--- config.mk ---
export PLATFORM = sky130hd
export DESIGN_NAME = fitof_pipe
export DESIGN_NICKNAME = d
export VERILOG_FILES = /design/src/rtl/fitof_pipe.sv
export SDC_FILE = /design/constraint.sdc
export NUM_CORES = 1
export LEC_CHECK = 0
export ABC_AREA = 1
export BUFFER_PORTS_ARGS = -buffer_cell sky130_fd_sc_hd__buf_2
export CAP_MARGIN = 10
export CORE_ASPECT_RATIO = 0.5
export CORE_UTILIZATION = 50
export CTS_CLUSTER_SIZE = 30
export DETAILED_ROUTE_END_ITERATION = 16
export PLACE_DENSITY_LB_ADDON = 0.08
export SETUP_SLACK_MARGIN = 0.3
export SYNTH_ARGS = -nofsm -noshare
export SYNTH_HDL_FRONTEND = slang
export SYNTH_SLANG_ARGS = --single-unit
--- constraint.sdc ---
create_clock -name clk_i -period 6.9 [get_ports clk_i]
set_input_delay 0.345 -clock clk_i [delete_from_list [all_inputs] [get_ports clk_i]]
set_output_delay 0.345 -clock clk_i [all_outputs]
set_load 0.1 [all_outputs]
--- src/rtl/fitof_pipe.sv ---
// Two-stage pipelined int32 -> binary32 converter (fcvt.s.w / fcvt.s.wu), RNE rounding.
// Optional inexact flag output is enabled by defining FITOF_INEXACT_EN.
module fitof_pipe #(
  parameter bit SIGNED_IN = 1'b1
) (
  input  logic        clk_i,
  input  logic        rst_i,
  input  logic        in_valid_i,
  output logic        in_ready_o,
  input  logic [31:0] x_i,
  output logic        out_valid_o,
  input  logic        out_ready_i,
`ifdef FITOF_INEXACT_EN
  output logic        inexact_o,
`endif
  output logic [31:0] y_o
);

  logic adv1, adv2;

  logic        s1_valid_q;
  logic        s1_sign_q, s1_sign_d;
  logic [31:0] s1_mag_q, s1_mag_d;
  logic [5:0]  s1_lz_q, s1_lz_d;
  logic        s1_zero_q, s1_zero_d;

  logic        s2_valid_q;
  logic [31:0] y_q, y_d;

  logic [30:0] norm;
  logic [22:0] frac, frac_r;
  logic        guard, sticky, round_up, carry;
  logic [7:0]  exp_b;

  assign adv2       = !s2_valid_q || out_ready_i;
  assign adv1       = !s1_valid_q || adv2;
  assign in_ready_o = adv1;

  // Stage 1: sign/magnitude split and leading-zero count. -2^31 maps to 2^31 exactly.
  always_comb begin
    s1_sign_d = SIGNED_IN && x_i[31];
    s1_mag_d  = s1_sign_d ? (~x_i + 32'd1) : x_i;
    s1_zero_d = (s1_mag_d == 32'd0);
    s1_lz_d   = 6'd32;
    for (int i = 0; i < 32; i++) begin
      if (s1_mag_d[i]) s1_lz_d = 6'(31 - i);
    end
  end

  // Stage 2: normalise so the leading one drops off the top, then round to nearest even.
  always_comb begin
    norm            = 31'(s1_mag_q << s1_lz_q);
    frac            = norm[30:8];
    guard           = norm[7];
    sticky          = |norm[6:0];
    round_up        = guard && (sticky || frac[0]);
    {carry, frac_r} = {1'b0, frac} + {23'd0, round_up};
    exp_b           = 8'd158 - {2'b00, s1_lz_q} + {7'd0, carry};
    y_d             = {s1_sign_q, exp_b, carry ? 23'd0 : frac_r};
    if (s1_zero_q) y_d = 32'h0000_0000;
  end

  always_ff @(posedge clk_i) begin
    if (rst_i) begin
      s1_valid_q <= 1'b0;
      s2_valid_q <= 1'b0;
      y_q        <= 32'h0;
    end else begin
      if (adv1) s1_valid_q <= in_valid_i;
      if (adv2) s2_valid_q <= s1_valid_q;
      if (adv2 && s1_valid_q) y_q <= y_d;
    end
  end

  // Operand registers need no reset: they are qualified by s1_valid_q.
  always_ff @(posedge clk_i) begin
    if (in_valid_i && adv1) begin
      s1_sign_q <= s1_sign_d;
      s1_mag_q  <= s1_mag_d;
      s1_lz_q   <= s1_lz_d;
      s1_zero_q <= s1_zero_d;
    end
  end

`ifdef FITOF_INEXACT_EN
  logic inexact_q;

  always_ff @(posedge clk_i) begin
    if (rst_i) begin
      inexact_q <= 1'b0;
    end else if (adv2 && s1_valid_q) begin
      inexact_q <= !s1_zero_q && (guard || sticky);
    end
  end

  assign inexact_o = inexact_q;
`endif

  assign out_valid_o = s2_valid_q;
  assign y_o         = y_q;

endmodule

Word-level counts from Yosys, hierarchy flattened

Cells that the tools add are included.

Output and inout port bits: 34
Flip-flop bits (word level): 74
Bits of input ports: 36
Logic and storage cells: 67

Bitwise logic cells: 1
Muxes and demuxes: 34
Reduce and logical (&&, ||, !) cells: 15
$add $sub $neg: 4
Shift operators: 1

Operators by type and width:

| cell                                            | number |
|---|---|
| 2-to-1 mux 5 bit                                | 15 |
| 2-to-1 mux 32 bit                               | 2 |
| adder 32 x 1 -> 32 bit, second input constant   | 1 |
| logical NOT 32 bit                              | 1 |
| 2-to-1 mux 4 bit                                | 8 |
| NOT 32 bit                                      | 1 |
| << shifter 32 x 6 -> 31 bit                     | 1 |
| OR reduction 31 bit                             | 1 |
| adder 23 x 1 -> 24 bit                          | 1 |
| 2-to-1 mux 23 bit                               | 1 |
| OR reduction 16 bit                             | 1 |
| 2-to-1 mux 3 bit                                | 4 |
| adder 8 x 1 -> 8 bit                            | 1 |
| OR reduction 8 bit                              | 1 |
| subtractor 8 x 6 -> 8 bit, first input constant | 1 |
| OR reduction 7 bit                              | 1 |
| 2-to-1 mux 6 bit                                | 1 |
| 2-to-1 mux 2 bit                                | 2 |
| OR reduction 4 bit                              | 1 |
| logical AND 1 bit                               | 3 |
| logical OR 1 bit                                | 3 |
| logical NOT 1 bit                               | 2 |
| OR reduction 2 bit                              | 1 |
| 2-to-1 mux 1 bit                                | 1 |

Depth between registers and ports, before layout

Gate-level depths: netlist of run 1.

Depth in word-level cells: 34
Gate-level depth with buffers: 35
Gate-level depth less buffers: 35

Least setup slack after synthesis of run 1

No wires, ideal clock.

Kind: register to register
From: reg s1_lz_q[0]
To: reg y_q[24], in the netlist y_o[24]
Path slack: 3470 ps
Stages on the path, launching flop included: 25
Setup time: 70 ps
Arrival: 3359 ps
Cells stage by stage: edfxtp_1 -> buf_6 -> inv_6 -> nand2_1 -> nand3_1 -> o21ai_1 -> or2_1 -> o21ai_1 -> inv_2 -> nor2_2 -> inv_2 -> nor2_1 -> nand2_1 -> nor3_4 -> nand2_2 -> nor4_2 -> nand3_1 -> nor2_1 -> nand3_1 -> nor4b_1 -> nand3_1 -> ha_1 -> ha_1 -> or2_2 -> a21oi_1

Cells in the longest elaborated chain, start to end: 7

RTL lines:

| element                     | RTL line | source |
|---|---|---|
| start: declaration          | 24       | `logic [5:0] s1_lz_q, s1_lz_d;` |
| start signal: assignment    | 80       | `s1_lz_q <= s1_lz_d;` |
| << shifter 32 x 6 -> 31 bit | 52       | `norm = 31'(s1_mag_q << s1_lz_q);` |
| OR reduction 7 bit          | 55       | `sticky = \|norm[6:0];` |
| logical OR 1 bit            | 56       | `round_up = guard && (sticky \|\| frac[0]);` |
| logical AND 1 bit           | 56       |  |
| adder 23 x 1 -> 24 bit      | 57       | `{carry, frac_r} = {1'b0, frac} + {23'd0, round_up};` |
| adder 8 x 1 -> 8 bit (*)    | 58       | `exp_b = 8'd158 - {2'b00, s1_lz_q} + {7'd0, carry};` |
| 2-to-1 mux 32 bit (*)       | 60       | `if (s1_zero_q) y_d = 32'h0000_0000;` |
| end signal: assignment      | 71       | `if (adv2 && s1_valid_q) y_q <= y_d;` |
| end: declaration            | 28       | `logic [31:0] y_q, y_d;` |

Every way passes the cells marked *; elsewhere a longest branch is shown, timed or not.
A chain may end at the register's enable or synchronous reset.

Worst setup path after layout of run 1

From: reg s1_lz_q[2]
To: reg y_q[27], in the netlist y_o[27]

The elaborated chain is that of the path after synthesis.

==> results_dict.tcl, run 1 <==
set metrics [dict create \
    status "complete, no violations" \
    final_nets 1004 \
    syn_to_final_growth_pct 11.1 \
    synth_top_area_frac 0.193 \
    post-synth-top-count-cell "nand2_1" \
    synth.yosys.seq_area_share 0.306 \
    cts_hold_buf 0 \
    via_count 5888 \
    fin_crit_ns 4.91 \
    core_area_um2 11400 \
    endpoint_kind "register" \
    synth_fa_ha_area_frac 0.00826 \
    ys.warnings.count 0 \
    cts.clk_slew.worst_paths_ns 0.06 \
    synthMuxAreaShare 0.00496 \
    dpl.hpwl_um 11700 \
    start_util 0.532 \
    ant_nets 0 \
    die_x_um 158 \
    synth_area_leaders "edfxtp_1 (19%), nand2_1 (18%), dfxtp_1 (11%), inv_1 (6.3%), nand3_1 (4.8%)" \
    grt_pass1_vias 5133 \
    syn_area_per_cell_um2 6.57 \
    finalSetupViolations 0 \
    finish.utilization 0.591 \
    gp_congestion 0.958 \
    synth-simple-area-share 0.392 \
    arrival_ns 5.17 \
    fp.dieH_um 79.8 \
    ys_ff_latch 73 \
    relSlewSlack 0.359 \
    clk_latency_ns 0.34 \
    grt_max_degree 40 \
    io_pins 70 \
    cts_tree "built" \
    finalHoldViolations 0 \
    start_kind "register" \
    critPathKind "reg2reg" \
    fin_cells 1128 \
    yosys.area_share.xor_xnor 0.0432 \
    grt_first_pass_wirelength_um 25200 \
    cts-resized-gates 0 \
    diodes 0 \
    cts_root_buf "clkbuf_16" \
    grt_overflow 0 \
    drt_iter0_drc 365 \
    route.detailed.drc 0 \
    cts_max_level 3 \
    grt_use_total 0.255 \
    yosysTopAreaCell "edfxtp_1" \
    numPortBuffers 69 \
    synth-compound-area-share 0.140 \
    fp-row-count 27 \
    hold_path.class "in2reg" \
    antenna_found_initial 0 \
    post_cts_buffers 0 \
    vias_per_cell 5.22 \
    drv_slew 0 \
    synth_edf_count 39 \
    power.leakage_nw 3.03 \
    critPathMaxFanout 33 \
    fmax_ghz 0.204 \
    synthCells 922 \
    die_area_um2 12600 \
    ys.flop_type "edfxtp_1" \
    period_share 0.711 \
    post_drt_wl_per_cell_um 13.3 \
    synth_top_family_by_area "simple AND/OR/NAND/NOR gates" \
    peakVddDrop_mv 0.121 \
    synth_common_cells "nand2_1 (283), inv_1 (102), nor2_1 (62)" \
    firstDrtPassIters 5 \
    syn-cell-area_um2 6060 \
    fin_worst_skew_ns 0.00677 \
    rsz0062_at_grt "false" \
    cts_buffer_depth 2 \
    syn_nets 962 \
    wirelength_um 15000 \
    cap_violations 0 \
    worstPathRequired_ns 7.16 \
    fill_cells 1164 \
    worst_pin_slew_ns 0.962 \
    fin_setup_tns_ns 0 \
    synth-async-reset-ratio 0 \
    drive_gt1_frac 0.155 \
    synthDistinctLibCells 55 \
    cts_made_buffers 9 \
    cts.sinks 73 \
    place_inst 1112 \
    power_density_nw_per_um2 203 \
]
-- layout make-up --
| class | count | area, um2 | share of cell area |
|---|---|---|---|
| clock buffers | 9 | 225 | 0.0335 |
| clock inverters | 7 | 77.6 | 0.0115 |
| inverters | 116 | 440 | 0.0655 |
| multi-input cells | 691 | 3560 | 0.529 |
| flip-flops and latches | 73 | 1850 | 0.275 |
| well taps | 159 | 199 | 0.0296 |
| repair buffers | 73 | 375 | 0.0558 |
-- placed cells by master, fill, tap and decap left out, types with 4 or more instances in the layout --
master | synthesis | routed
edfxtp_1 | 39 | 39
o211ai_1 | 7 | 7
buf_2 | 13 | 69
ha_1 | 4 | 4
nor3_4 | 4 | 4
o21ai_1 | 34 | 34
xor2_1 | 23 | 23
buf_4 | 2 | 4
nand2_1 | 283 | 283
nor3_1 | 13 | 13
o21ai_0 | 47 | 47
nor2_1 | 62 | 62
or2_2 | 6 | 6
nand2_2 | 4 | 4
nor3_2 | 6 | 6
nor4_1 | 9 | 9
nand4_1 | 25 | 25
o22ai_1 | 4 | 4
nor2_2 | 7 | 7
inv_2 | 10 | 10
dfxtp_1 | 34 | 34
a21oi_1 | 42 | 42
nand3_2 | 6 | 6
xnor2_1 | 5 | 5
nand3_1 | 58 | 58
clkbuf_16 | 0 | 9
nand3b_1 | 5 | 5
inv_1 | 102 | 102
-- registers in the layout (all words and copies together) (netlist names) --
register	flops
out_valid_o	1
s1_lz_q	6
s1_mag_q	31
s1_sign_q	1
s1_valid_q	1
s1_zero_q	1
y_o	32
-- critical path, cell delays in order (launching register included) --
cell,delay [ns]
edfxtp_1,0.98
inv_1,0.64
or2_1,0.38
o21ai_1,0.13
inv_2,0.06
nor2_2,0.09
inv_2,0.05
nor2_1,0.08
nand2_1,0.13
nor3_4,0.21
nand2_2,0.11
nor4_2,0.19
nand3_1,0.10
nor2_1,0.13
nand3_1,0.12
nor4b_1,0.34
nand3_1,0.16
ha_1,0.24
ha_1,0.20
nand3_1,0.13
xor2_1,0.17
nand2_1,0.06
a21oi_1,0.13
-- cell families (layout without fill, tap and decap cells) --
kind of cell             Yosys count  count (layout)
AO/OA/AOI/OAI                    151             151
flip-flops                        73              73
XOR/XNOR                          29              29
buffers and inverters            158             205
AND/OR/NAND/NOR                  504             504
multiplexers                       3               3
adder cells (fa/ha/maj)            4               4
-- path summary, 6_finish.rpt --
path | slack [ns] | cells after the start | end | from
worst max-delay path | 1.99 | 22 | y_o[27] | s1_lz_q[2]
worst min-delay path | 0.23 | 1 | s1_mag_q[0] | x_i[0]
worst max register to register | 1.99 | 22 | y_o[27] | s1_lz_q[2]
worst min register to register | 0.46 | 2 | y_o[3] | y_o[3]
-- metal layers --
metal,track usage,vias up,share of wire
li1,-,3129,-
met1,0.385,2590,0.54
met2,0.373,157,0.40
met3,0.0358,12,0.047
met4,0.0689,0,0.011
met5,0,-,0
-- stage by stage --
| step | hold slack [ns] | cell area [um2] | setup WS, ns | power (mW) |
|---|---|---|---|---|
| 4_1_cts | 0.224 | 6730 | 2.03 | 1.37 |
| 2_1_floorplan | 0.444 | 6060 | 3.47 | 0.816 |
| 3_5_place_dp | 0.453 | 6430 | 2.03 | 0.902 |
| 6_report | 0.228 | 6730 | 1.99 | 1.37 |
| 5_1_grt | 0.228 | 6730 | 1.51 | 1.45 |
| 3_3_place_gp | 0.448 | 6430 | 2.13 | 0.899 |
-- report_power, final --
part | switching [mW] | leakage [nW] | internal, mW
clock | 0.190 | 0.143 | 0.283
combinational | 0.278 | 2.23 | 0.107
sequential | 0.0233 | 0.660 | 0.487
No activity file was read; power rests on OpenSTA's default activity.
==> run 2, diff against run 1 <==
--- a/config.mk
+++ b/config.mk
@@ -5,7 +5,7 @@
 export SDC_FILE = /design/constraint.sdc
 export NUM_CORES = 1
 export LEC_CHECK = 0
-export ABC_AREA = 1
+export ABC_AREA = 0
 export BUFFER_PORTS_ARGS = -buffer_cell sky130_fd_sc_hd__buf_2
 export CAP_MARGIN = 10
 export CORE_ASPECT_RATIO = 0.5
==> constraint.sdc (replaced) <==
create_clock -name clk_i -period 4.5 [get_ports clk_i]
set_input_delay 0.225 -clock clk_i [delete_from_list [all_inputs] [get_ports clk_i]]
set_output_delay 0.225 -clock clk_i [all_outputs]
set_load 0.1 [all_outputs]
==> results_dict.tcl, run 2 <==
set metrics [dict create \
    fp-row-count 29 \
    syn-cell-area_um2 6540 \
    critPathSlowestCell "edfxtp_1" \
    critPathMaxFanout 15 \
    gp_congestion 0.972 \
    synth_top_family_by_area "compound AO/OA/AOI/OAI gates" \
    grt_first_pass_wirelength_um 29000 \
    critPathKind "reg2reg" \
    p_switching_mw 0.762 \
    start_kind "register" \
    finalHoldViolations 0 \
    path_cells "buf_4, nand2b_1, nor2_1, a32oi_1, a211o_1, nor3_1, nand2b_1, or4_1, ha_1, ha_1, nand3_1, o21ai_0, a22oi_1, nor2_1" \
    fin_crit_ns 3.91 \
    yosys.area_share.xor_xnor 0.0684 \
    holdWs_ns 0.105 \
    start_util 0.515 \
    synth_fa_ha_area_frac 0.00766 \
    hold_path.class "in2reg" \
    ys.warnings.count 0 \
    syn_to_final_growth_pct 12.3 \
    synth_top_area_frac 0.179 \
    finalSetupViolations 0 \
    synth-async-reset-ratio 0 \
    wirelength_um 18000 \
    cts_tree "built" \
    fin_worst_skew_ns 0.00840 \
    power_density_nw_per_um2 309 \
    clk_latency_ns 0.34 \
    cts_root_buf "clkbuf_16" \
    grt_pass1_vias 5278 \
    p_int_mw 1.51 \
    cts.clk_slew.worst_paths_ns 0.06 \
    fmax_ghz 0.256 \
    pwr-share-seq 0.348 \
    drt_iter0_drc 481 \
    synth-compound-area-share 0.202 \
    grt_use_total 0.272 \
    layout_commonest_cell "buf_2" \
    synth_edf_count 39 \
    antenna_found_initial 0 \
    cap_violations 0 \
    grt_overflow 0 \
    comb_power_share 0.310 \
    largest_reg_flops 32 \
    die_area_um2 13600 \
    diodes 0 \
    rsz0062_at_grt "false" \
    sw_frac_of_total 0.336 \
    synth-simple-area-share 0.195 \
    relSlewSlack 0.395 \
    firstDrtPassIters 5 \
    status "complete, no violations" \
    synth.yosys.seq_area_share 0.283 \
    syn_nets 747 \
    synthDistinctLibCells 85 \
    cts_buffer_depth 2 \
    via_count 5877 \
    endpoint_kind "register" \
    cts_max_level 3 \
    syn_area_per_cell_um2 9.24 \
    highest_layer "met4" \
    ant_nets 0 \
    numPortBuffers 69 \
    synthCells 707 \
    ys_ff_latch 73 \
    power_frac_clock 0.341 \
    core_area_um2 12700 \
    cp_slowest_stage_delay_ns 0.55 \
    fin_setup_tns_ns 0 \
    vias_per_cell 6.33 \
    fp.dieH_um 82.8 \
    post-synth-top-count-cell "nand2_1" \
    most-common-layout-cells "buf_2 (69), nand2_1 (56), nor2_1 (53)" \
    worst_pin_slew_ns 0.907 \
    fill_cells 1177 \
    grt_max_degree 56 \
    worstPathRequired_ns 4.72 \
    cts_made_buffers 9 \
    peakVddDrop_mv 0.301 \
    cts.sinks 73 \
    power.leakage_nw 2.69 \
    arrival_ns 4.13 \
    die_x_um 164 \
    drv_slew 0 \
    io_pins 70 \
    dpl.hpwl_um 13500 \
    ys.flop_type "edfxtp_1" \
    route.detailed.drc 0 \
    wl_met2_um 7420 \
    period_share 0.869 \
    final_nets 793 \
    met1_length_um 9380 \
    post_drt_wl_per_cell_um 19.4 \
    synth_area_leaders "edfxtp_1 (18%), dfxtp_1 (10%), mux4_2 (6.9%), mux4_1 (4.8%), xnor2_1 (4.8%)" \
    yosysTopAreaCell "edfxtp_1" \
    synthMuxAreaShare 0.185 \
    drive_gt1_frac 0.230 \
    synth_common_cells "nand2_1 (56), nor2_1 (53), edfxtp_1 (39)" \
    wl_met3_um 1060 \
]
==> run 2: changes by cell type after synthesis, moves of 26 or more <==
cell / delta
o21ai_1: -30
nand3_1: -40
inv_1: -80
nand2_1: -227
xnor2_1: +31
a21oi_1: -26
==> run 2: kinds of logic after synthesis <==
logic type                 after synthesis
buffers and inverters                   82
AOI/OAI and AO/OA                      179
muxes                                   73
xor gates and xnor gates                51
and+or+nand+nor                        245
adders and majority gates                4
DFF                                     73
==> run 2: per-layer routing <==
| metal | up-vias | global-route usage |
|---|---|---|
| met3 | 17 | 0.0450 |
| met1 | 2801 | 0.435 |
| li1 | 2829 | - |
| met5 | - | 0 |
| met2 | 230 | 0.379 |
| met4 | 0 | 0.0530 |
==> run 2: final cells by class <==
class                           count  area (um2)  share of cell area
Inverter                           24        90.1              0.0123
Clock buffer                        9         225              0.0307
Sequential cell                    73        1850               0.252
Tap cell                          170         213              0.0290
Multi-Input combinational cell    552        4320               0.589
Clock inverter                      7        95.1              0.0130
Timing Repair Buffer               93         543              0.0740
==> run 2: power by group through the flow <==
stage                     combinational [mW]  sequential (mW)  clock (mW)
final                                  0.704            0.791       0.775
after global routing                   0.754            0.795       0.809
after CTS                              0.680            0.793       0.783
after detailed placement               0.676            0.807           0
after global placement                 0.676            0.806           0
after floorplan                        0.460            0.855           0
==> run 2: final timing paths <==
| check | cells past startpoint | start | endpoint | slack, ns |
|---|---|---|---|---|
| worst max register to register | 14 | s1_lz_q[4] | y_o[29] | 0.59 |
| worst min register to register | 2 | y_o[6] | y_o[6] | 0.45 |
| worst max-delay path | 14 | s1_lz_q[4] | y_o[29] | 0.59 |
| worst min-delay path | 3 | in_valid_i | s1_valid_q | 0.11 |
==> run 2: worst max-delay path: cells and delay by family (launching register included) <==
| family | cells | cell delay, ns |
|---|---|---|
| AO/OA/AOI/OAI | 4 | 0.85 |
| adder cells (fa/ha/maj) | 2 | 0.45 |
| buffers and inverters | 1 | 0.27 |
| flip-flops | 1 | 0.55 |
| AND/OR/NAND/NOR | 7 | 1.67 |
==> run 2: what timing repair did <==
| action | 4_1_cts | 5_1_grt |
|---|---|---|
| endpoints found under the hold margin | 0 | 0 |
| hold buffers | 0 | 0 |
| gates resized for setup | 0 | 3 |
| setup endpoints to repair | 0 | 5 |
| buffers inserted | 0 | 4 |
==> run 2: through the flow <==
step / std cells / area, um2 / util / setup WS (ns) / power (mW)
finish: 928 / 7340 / 0.578 / 0.589 / 2.27
global placement: 908 / 6970 / 0.548 / 0.652 / 1.48
CTS: 924 / 7290 / 0.574 / 0.525 / 2.26
floorplan: 707 / 6540 / - / 0.873 / 1.32
global route: 928 / 7340 / 0.578 / 0.327 / 2.36
detailed placement: 908 / 6970 / 0.548 / 0.553 / 1.48
==> run 3, diff against run 2 <==
--- a/config.mk
+++ b/config.mk
@@ -12,6 +12,7 @@
 export CORE_UTILIZATION = 50
 export CTS_CLUSTER_SIZE = 30
 export DETAILED_ROUTE_END_ITERATION = 16
+export GPL_TIMING_DRIVEN = 0
 export PLACE_DENSITY_LB_ADDON = 0.08
 export SETUP_SLACK_MARGIN = 0.3
 export SYNTH_ARGS = -nofsm -noshare
==> results_dict.tcl, run 3 (synthesis gave the netlist of run 2 again) <==
set metrics [dict create \
    start_util 0.515 \
    final_nets 820 \
    worst_pin_slew_ns 0.881 \
    cts_root_buf "clkbuf_16" \
    antenna_found_initial 0 \
    syn_to_final_growth_pct 13.7 \
    layout_commonest_cell "buf_2" \
    final_area_um2 7430 \
    cap_violations 0 \
    drt_iter0_drc 381 \
    fmax_ghz 0.253 \
    finalHoldViolations 0 \
    hold_path.class "in2reg" \
    period_share 0.880 \
    fill_cells 1197 \
    grt_use_total 0.282 \
    cts_max_level 3 \
    place_inst 935 \
    r2r_start "s1_lz_q[0]" \
    fin_setup_tns_ns 0 \
    grt_pass1_vias 5308 \
    cts_tree "built" \
    dpl_cell_area_um2 7040 \
    most-common-layout-cells "buf_2 (65), nand2_1 (56), nor2_1 (52)" \
    worstHoldPathCells 1 \
    cts.sinks 73 \
    worstReg2RegEnd "y_o[27]" \
    clk_latency_ns 0.34 \
    status "complete, no violations" \
    arrival_ns 4.16 \
    finalSetupViolations 0 \
    power_density_nw_per_um2 307 \
    drive_gt1_frac 0.211 \
    wirelength_um 18900 \
    rsz0062_at_grt "false" \
    ff2ff_setup_slack_ns 0.54 \
    pre_cts_ws_ns 0.109 \
    fin_ws_ns 0.541 \
    fin_crit_ns 3.96 \
    fp-row-count 29 \
    critPathKind "reg2reg" \
    min_from "x_i[0]" \
    drv_slew 0 \
    post_drt_wl_per_cell_um 19.8 \
    diodes 0 \
    fp.dieH_um 82.8 \
    vias_per_cell 6.34 \
    start_kind "register" \
    grt_max_degree 40 \
    grt_first_pass_wirelength_um 29700 \
    core_area_um2 12700 \
    peakVddDrop_mv 0.334 \
    gp_congestion 0.967 \
    die_x_um 164 \
    endpoint_kind "register" \
    fin_cells 955 \
    power.leakage_nw 2.68 \
    ant_nets 0 \
    largest_reg_flops 32 \
    fin_worst_skew_ns 0.00887 \
    via_count 6051 \
    finish.utilization 0.585 \
    firstDrtPassIters 7 \
    dpl.hpwl_um 14800 \
    critPathMaxFanout 10 \
    seqCellArea_um2 1850 \
    cts_buffer_depth 2 \
    cts_hold_buf 0 \
    worstPathRequired_ns 4.70 \
    multi_input_area_um2 4340 \
    relSlewSlack 0.408 \
    die_area_um2 13600 \
    r2r_cells 15 \
    io_pins 70 \
    cts.clk_slew.worst_paths_ns 0.06 \
    route.detailed.drc 0 \
    numPortBuffers 58 \
    cts_made_buffers 9 \
    holdPathEnd "s1_mag_q[0]" \
    grt_overflow 0 \
]
-- run 3: worst max-delay path by stage --
stage	startpoint	endpoint	slack, ns	cells past startpoint
2_1_floorplan	s1_lz_q[0]	y_o[27]	0.87	15
3_3_place_gp	s1_lz_q[0]	y_o[27]	0.09	15
3_5_place_dp	s1_lz_q[0]	y_o[27]	0.11	16
4_1_cts	s1_lz_q[0]	y_o[27]	0.40	15
5_1_grt	s1_lz_q[0]	y_o[27]	0.29	15
6_report	s1_lz_q[0]	y_o[27]	0.54	15
-- run 3: layout make-up --
type	instances	share of cell area
Multi-Input combinational cell	552	0.584
Buffer	58	0.0396
Tap cell	170	0.0286
Clock inverter	7	0.0128
Timing Repair Buffer	62	0.0431
Inverter	24	0.0121
Sequential cell	73	0.249
Clock buffer	9	0.0303
-- run 3: stage by stage --
step	hold slack, ns	total power [mW]
global placement	0.427	1.49
CTS	0.0786	2.27
global route	0.0886	2.37
detailed placement	0.430	1.50
finish	0.0872	2.28
floorplan	0.297	1.32
-- run 3: layer usage --
metal / track usage / vias to the layer above / wire length, um
li1: - / 2896 / -
met1: 0.434 / 2907 / 9560
met2: 0.410 / 232 / 8040
met3: 0.0500 / 16 / 1110
met4: 0.0556 / 0 / 218
met5: 0 / - / 0
-- run 3: critical path, stage by stage (launching register included) --
cell and delay [ns]:
edfxtp_1 0.47, buf_6 0.20, buf_8 0.16, mux2i_1 0.18, o21a_1 0.29, a2111oi_4 0.44
o32ai_1 0.21, nor4_2 0.31, nand3_1 0.10, or4_1 0.60, ha_1 0.23, ha_1 0.20
nand3_1 0.11, xnor2_1 0.08, a22oi_1 0.18, nor2_1 0.06
-- run 3: report_power, final --
| part | internal, mW | total [mW] | switching [mW] |
|---|---|---|---|
| logic | 0.276 | 0.721 | 0.445 |
| registers | 0.750 | 0.788 | 0.0384 |
| clock network | 0.485 | 0.774 | 0.289 |
| total | 1.51 | 2.28 | 0.772 |
-- run 3: timing repair --
item	4_1_cts	5_1_grt
gates cloned	0	0
setup endpoints to repair	6	6
pin swaps	1	0
setup buffers	1	3
gates resized for setup	2	7
